--- config.mk ---
export PLATFORM = sky130hd
export DESIGN_NAME = stack_program_counter
export DESIGN_NICKNAME = d
export VERILOG_FILES = /design/src/rtl/stack_program_counter.sv
export SDC_FILE = /design/constraint.sdc
export NUM_CORES = 1
export LEC_CHECK = 0
export CAP_MARGIN = 20
export CORE_ASPECT_RATIO = 0.8
export CORE_MARGIN = 1
export CORE_UTILIZATION = 30
export CTS_CLUSTER_SIZE = 10
export DETAILED_ROUTE_END_ITERATION = 8
export PLACE_DENSITY_LB_ADDON = 0.1
export SYNTH_ARGS = -nofsm -noshare
export SYNTH_HDL_FRONTEND = slang
export SYNTH_SLANG_ARGS = --single-unit
--- constraint.sdc ---
create_clock -name clock -period 6.5 [get_ports clock]
set_input_delay 1.625 -clock clock [delete_from_list [all_inputs] [get_ports clock]]
set_output_delay 1.625 -clock clock [all_outputs]
set_load 0.05 [all_outputs]
--- src/rtl/stack_program_counter.sv ---
// Program counter with a return-address stack for CALL/RET.
// Sticky overflow/underflow flags record CALL-on-full and RET-on-empty.
module stack_program_counter #(
    parameter int               WIDTH        = 16,
    parameter int               DEPTH        = 8,
    parameter logic [WIDTH-1:0] RESET_VECTOR = '0,
    localparam int              CW           = $clog2(DEPTH + 1)
) (
    input  logic             clock,
    input  logic             reset,
    input  logic [2:0]       op,
    input  logic [WIDTH-1:0] new_count,
    input  logic [WIDTH-1:0] offset,
    input  logic             clear_err,
    output logic [WIDTH-1:0] count,
    output logic [CW-1:0]    depth,
    output logic             full,
    output logic             empty,
    output logic             overflow,
    output logic             underflow
);

    localparam int SW = (DEPTH > 1) ? $clog2(DEPTH) : 1;

    typedef enum logic [2:0] {
        OP_HOLD   = 3'd0,
        OP_INC    = 3'd1,
        OP_JUMP   = 3'd2,
        OP_BRANCH = 3'd3,
        OP_CALL   = 3'd4,
        OP_RET    = 3'd5
    } op_e;

    logic [WIDTH-1:0] count_q, count_d;
    logic [CW-1:0]    depth_q, depth_d;
    logic             overflow_q, overflow_d;
    logic             underflow_q, underflow_d;

    logic [WIDTH-1:0] stack_mem [DEPTH];
    logic             push_en;
    logic [WIDTH-1:0] push_data;
    logic [CW-1:0]    top_idx;
    logic [WIDTH-1:0] top_data;
    logic             full_w;
    logic             empty_w;

    assign full_w   = (depth_q == CW'(DEPTH));
    assign empty_w  = (depth_q == '0);
    assign top_idx  = depth_q - CW'(1);
    assign top_data = stack_mem[top_idx[SW-1:0]];

    always_comb begin
        count_d     = count_q;
        depth_d     = depth_q;
        overflow_d  = clear_err ? 1'b0 : overflow_q;
        underflow_d = clear_err ? 1'b0 : underflow_q;
        push_en     = 1'b0;
        push_data   = count_q + WIDTH'(1);

        // A new error event overrides a simultaneous clear_err.
        case (op_e'(op))
            OP_INC: begin
                count_d = count_q + WIDTH'(1);
            end
            OP_JUMP: begin
                count_d = new_count;
            end
            OP_BRANCH: begin
                count_d = count_q + offset;
            end
            OP_CALL: begin
                if (!full_w) begin
                    push_en = 1'b1;
                    depth_d = depth_q + CW'(1);
                    count_d = new_count;
                end else begin
                    overflow_d = 1'b1;
                end
            end
            OP_RET: begin
                if (!empty_w) begin
                    count_d = top_data;
                    depth_d = depth_q - CW'(1);
                end else begin
                    underflow_d = 1'b1;
                end
            end
            default: begin
            end
        endcase
    end

    always_ff @(posedge clock or negedge reset) begin
        if (!reset) begin
            count_q     <= RESET_VECTOR;
            depth_q     <= '0;
            overflow_q  <= 1'b0;
            underflow_q <= 1'b0;
        end else begin
            count_q     <= count_d;
            depth_q     <= depth_d;
            overflow_q  <= overflow_d;
            underflow_q <= underflow_d;
        end
    end

    // Storage is left unreset; entries at or above depth are never read.
    always_ff @(posedge clock) begin
        if (push_en && reset) begin
            stack_mem[depth_q[SW-1:0]] <= push_data;
        end
    end

    assign count     = count_q;
    assign depth     = depth_q;
    assign full      = full_w;
    assign empty     = empty_w;
    assign overflow  = overflow_q;
    assign underflow = underflow_q;

endmodule

# == Word-level counts from Yosys, hierarchy flattened ==
# Memories as Yosys holds them, arrays and structs flattened.
# Cells that the tools add are included.
# totals
reg_bits,22
mem_bits_rw,128
in_bits,38
output_inout_bits,24
elab_cells,39
mem_count,1
# op_classes
add_sub_neg,4
n_eq_ne,8
mux,16
reduce_logical,6
# mem_list
name,depth,width,rd,rd_ports_with_merged_regs,wr,line_no,text
stack_mem,8,16,1,0,1,39,logic [WIDTH-1:0] stack_mem [DEPTH];
# ops
operator,n
$pmux W16 S5,1
$mux W16,2
$add A16 B1 Y16 const B,1
$add A16 B16 Y16,1
$mux W1,10
$mux W4,2
$pmux W4 S2,1
$eq A3 B2 Y1 const B,2
$eq A3 B3 Y1 const B,2
$reduce_and A3 Y1,2
$reduce_bool A5 Y1,1
$add A4 B1 Y4 const B,1
$eq A4 B4 Y1 const B,1
$logic_not A4 Y1,1
$ne A2 B2 Y1 const B,2
$sub A4 B1 Y4 const B,1
$eq A3 B1 Y1 const B,1
$reduce_bool A2 Y1,1
$logic_and A1 B1 Y1,1

# == Depth between registers and ports, before layout ==
# logic_depth
word_depth,6
ltp_mapped,13
depth_no_buf,10

# == Worst setup path after synthesis ==
# Ideal clock, no wire load.
# synth_path
path_kind,input to register
startpoint,input port op[0]
endpoint,"memory stack_mem[0][0], enable pin"
setup_ps,409
arrival_ps,3499
required_ps,6091
path_slack_ps,2592
stages,5
path_buffers,2
cell_sequence,clkbuf_1 > buf_2 > nor3_1 > nand3_1 > nor3_1
# synth_between
elab_chain_len,5
# synth_lines
item,line_no,text
start: declaration,11,"input logic [2:0] op,"
$eq A3 B3 Y1,61,case (op_e'(op))
$mux W1,61,
$logic_and A1 B1 Y1,109,if (push_en && reset) begin
$mux W1,109,
$mux W1 (implied by the code),110,stack_mem[depth_q[SW-1:0]] <= push_data;
end: declaration,39,
# No other way between the ends.

# == Worst setup path in the final report ==
# layout_path
startpoint,register depth_q[0] (netlist: depth[0])
endpoint,output port empty
# layout_between
elab_chain_len,1
# layout_lines
item,line_no,text
start: declaration,35,"logic [CW-1:0] depth_q, depth_d;"
start signal: assignment,101,depth_q <= depth_d;
$logic_not A4 Y1,48,assign empty_w = (depth_q == '0);
end: declaration,18,"output logic empty,"
# No other way between the ends.

==> metrics <==
status finished, final reports clean; number of H-tree levels 4; clock power share 0.261; root buffer cell clkbuf_16; Starting Density 0.306; Worst Skew 0.0105 ns; cell family with most CP delay buffers and inverters; Pre-Repair DR Iteration Count 6; Seq/Total Area, Yosys 0.612; combinational fraction of design power 0.391; HPWL Detailed ~13000 um; Synth Register Bits 150; DIE AREA ~25000 um2; IO buf count 61; FFs w/ async S/R, synth 0.147; layout cells sized above 1 0.151; Site Rows 50; Post-synth EDFFs 128; Total Power 3.90 mW; DIE HEIGHT about 140 um; post-route minimum period between 4 and 5 ns; Worst Path Required about 4.9 ns; nets 625; CTS buffer count 17; Placeable Area 23500 um2; commonest non-fill, non-tap cell in the layout edfxtp_1; internal power 2.42 mW; period utilisation layout 0.684; clk slew on worst S/H paths 0.07 ns; Worst-Margin Slew 0.935 ns; synthesized cell area 7170 um2; most frequent cells in the layout edfxtp_1 (128), clkdlybuf4s50_1 (61), nand2_1 (35); Unique masters post-synth 62; Die Wd 175 um; sequential share of power 0.349; Setup WS pre-CTS 2.05 ns; crit path launch type flop; Remaining DRCs 0; Avg WL per Cell about 22 um; crit-path max FO 38; Buf/Inv on CP 3; setup TNS 0 ns; CP max stage cell clkdlybuf4s50_1; fin util 0.374; syn nets ~550; final setup margin between 2 and 2.5 ns; Rel. slew slack 0.376; largest net degree at the start of global routing 39; TritonCTS clock tree built; worst-case clock buffer depth 2; Post-Syn Area per Cell 14.5 um2; Slew Limit Fails 0; Post-CTS Setup Inserts 0; clk_lat worst skew 0.42 ns; crit end category output port; GP Congestion ~0.75; sw frac 0.379; endpoints failing hold 0; fillers 2260; RSZ-0062 raised after global routing false; area added between synthesis and finish 22.3%; Detailed Route Iter0 Violations 300; final setup fails 0; VDD IR max 0.290 mV; hold buffers post-CTS 0; overall routing resource usage 0.167; first-pass GRT wire length 29900 um; Arr. time, crit path approximately 2.8 ns; cell area power density 445 nW/um2; ant diodes 0; via count approximately 4.7k; Ports 62; Fmax approximately 230 MHz; kind of critical path flop to output port; Hold Crit Class flop to flop; Psw 1.48 mW; Final ANT Viol Nets 0; total gr overflow 0; max cap viols 0; slowest cell delay on critical path 0.87 ns; Top FF cell, synth edfxtp_1; vias in the first global route 4792; antenna violations before repair 0; critical-path cell list buf_4 > inv_1 > ha_1 > nand2_1 > nor2_1 > clkdlybuf4s50_1; vias per cell approximately 5.2; Post-Route WL about 20000 um; leakage power 3.01 nW; Warnings, synthesis 0; Sink Count 150; Cells after Synth 495; Post-CTS Resized 0
-- area by class of cell --
class / count / area [um2] / area share
flip-flops and latches: 150 / 4400 / 0.501
multi-input cells: 312 / 2620 / 0.298
repair buffers: 75 / 716 / 0.0816
clock buffers: 17 / 425 / 0.0485
well taps: 312 / 390 / 0.0445
clock inverters: 15 / 186 / 0.0212
inverters: 12 / 45.0 / 0.00513
-- stage by stage --
| step | area (um2) | instances | hold WS [ns] |
|---|---|---|---|
| after global routing | 8770 | 893 | 0.517 |
| after CTS | 8770 | 893 | 0.511 |
| final | 8770 | 893 | 0.519 |
| after detailed placement | 8160 | 861 | 0.485 |
| after global placement | 8160 | 861 | 0.506 |
| after floorplan | 7170 | 495 | 0.722 |
-- Yosys cell counts, drive strengths merged, types with 2 or more instances --
cell    instances  area share
a32oi           3      0.0037
nand3b          2      0.0021
a31oi           8      0.0078
dfrtp          22       0.077
mux2i           2      0.0028
xor2           11       0.013
o21a            5      0.0052
nand2b          4      0.0035
clkbuf          4      0.0023
buf            17       0.016
xnor2          20       0.024
and3            4      0.0035
mux4           32        0.10
nand2          35       0.018
a221o           5      0.0070
nand3          13      0.0091
a21oi          32       0.022
ha             18       0.031
edfxtp        128        0.54
nor2b           4      0.0035
nor2           30       0.016
a221oi          3      0.0045
or3             2      0.0017
inv            12      0.0063
a21o            5      0.0052
a22oi          13       0.015
nor3            5      0.0051
o211ai          2      0.0021
o22ai           5      0.0044
nand4           5      0.0052
o21ai          23       0.017
o221ai          3      0.0037
-- cell families (layout without fill, tap and decap cells) --
logic type | Yosys count | after routing | share of synthesized area
buf+inv | 33 | 119 | 0.0244
fa+ha+maj | 19 | 19 | 0.0342
xor+xnor | 31 | 31 | 0.0378
simple gates | 108 | 108 | 0.0725
mux | 34 | 34 | 0.105
flops | 150 | 150 | 0.612
compound gates | 120 | 120 | 0.114
-- power by group through the flow --
| stage | combinational [mW] | sequential, mW | clock, mW |
|---|---|---|---|
| after global placement | 1.54 | 1.38 | 0 |
| final | 1.52 | 1.36 | 1.02 |
| after global routing | 1.65 | 1.38 | 1.08 |
| after CTS | 1.55 | 1.36 | 1.04 |
| after floorplan | 0.925 | 1.52 | 0 |
| after detailed placement | 1.54 | 1.38 | 0 |
-- registers in the layout, indices dropped and copies added (netlist names) --
signal and flops:
overflow 1, stack_mem 128, depth 4, underflow 1, count 16
-- final timing paths --
check / slack, ns / startpoint / cells past startpoint / to
max in group asynchronous: 4.60 / reset / 2 / depth[0]
min in group asynchronous: 1.58 / reset / 2 / depth[3]
worst max-delay path: 2.06 / depth[0] / 6 / empty
worst min-delay path: 0.52 / underflow / 1 / underflow
worst max register to register: 3.29 / depth[0] / 10 / count[15]
worst min register to register: 0.52 / underflow / 1 / underflow
-- metal layers --
metal  global-route usage  vias to the layer above  wire length, um
li1                     -                     2109                -
met1                0.241                     2430             9600
met2                0.257                      109             9240
met3               0.0339                        8              718
met4               0.0435                        0              174
met5                    0                        -                0
No activity file was read; power rests on OpenSTA's default activity.
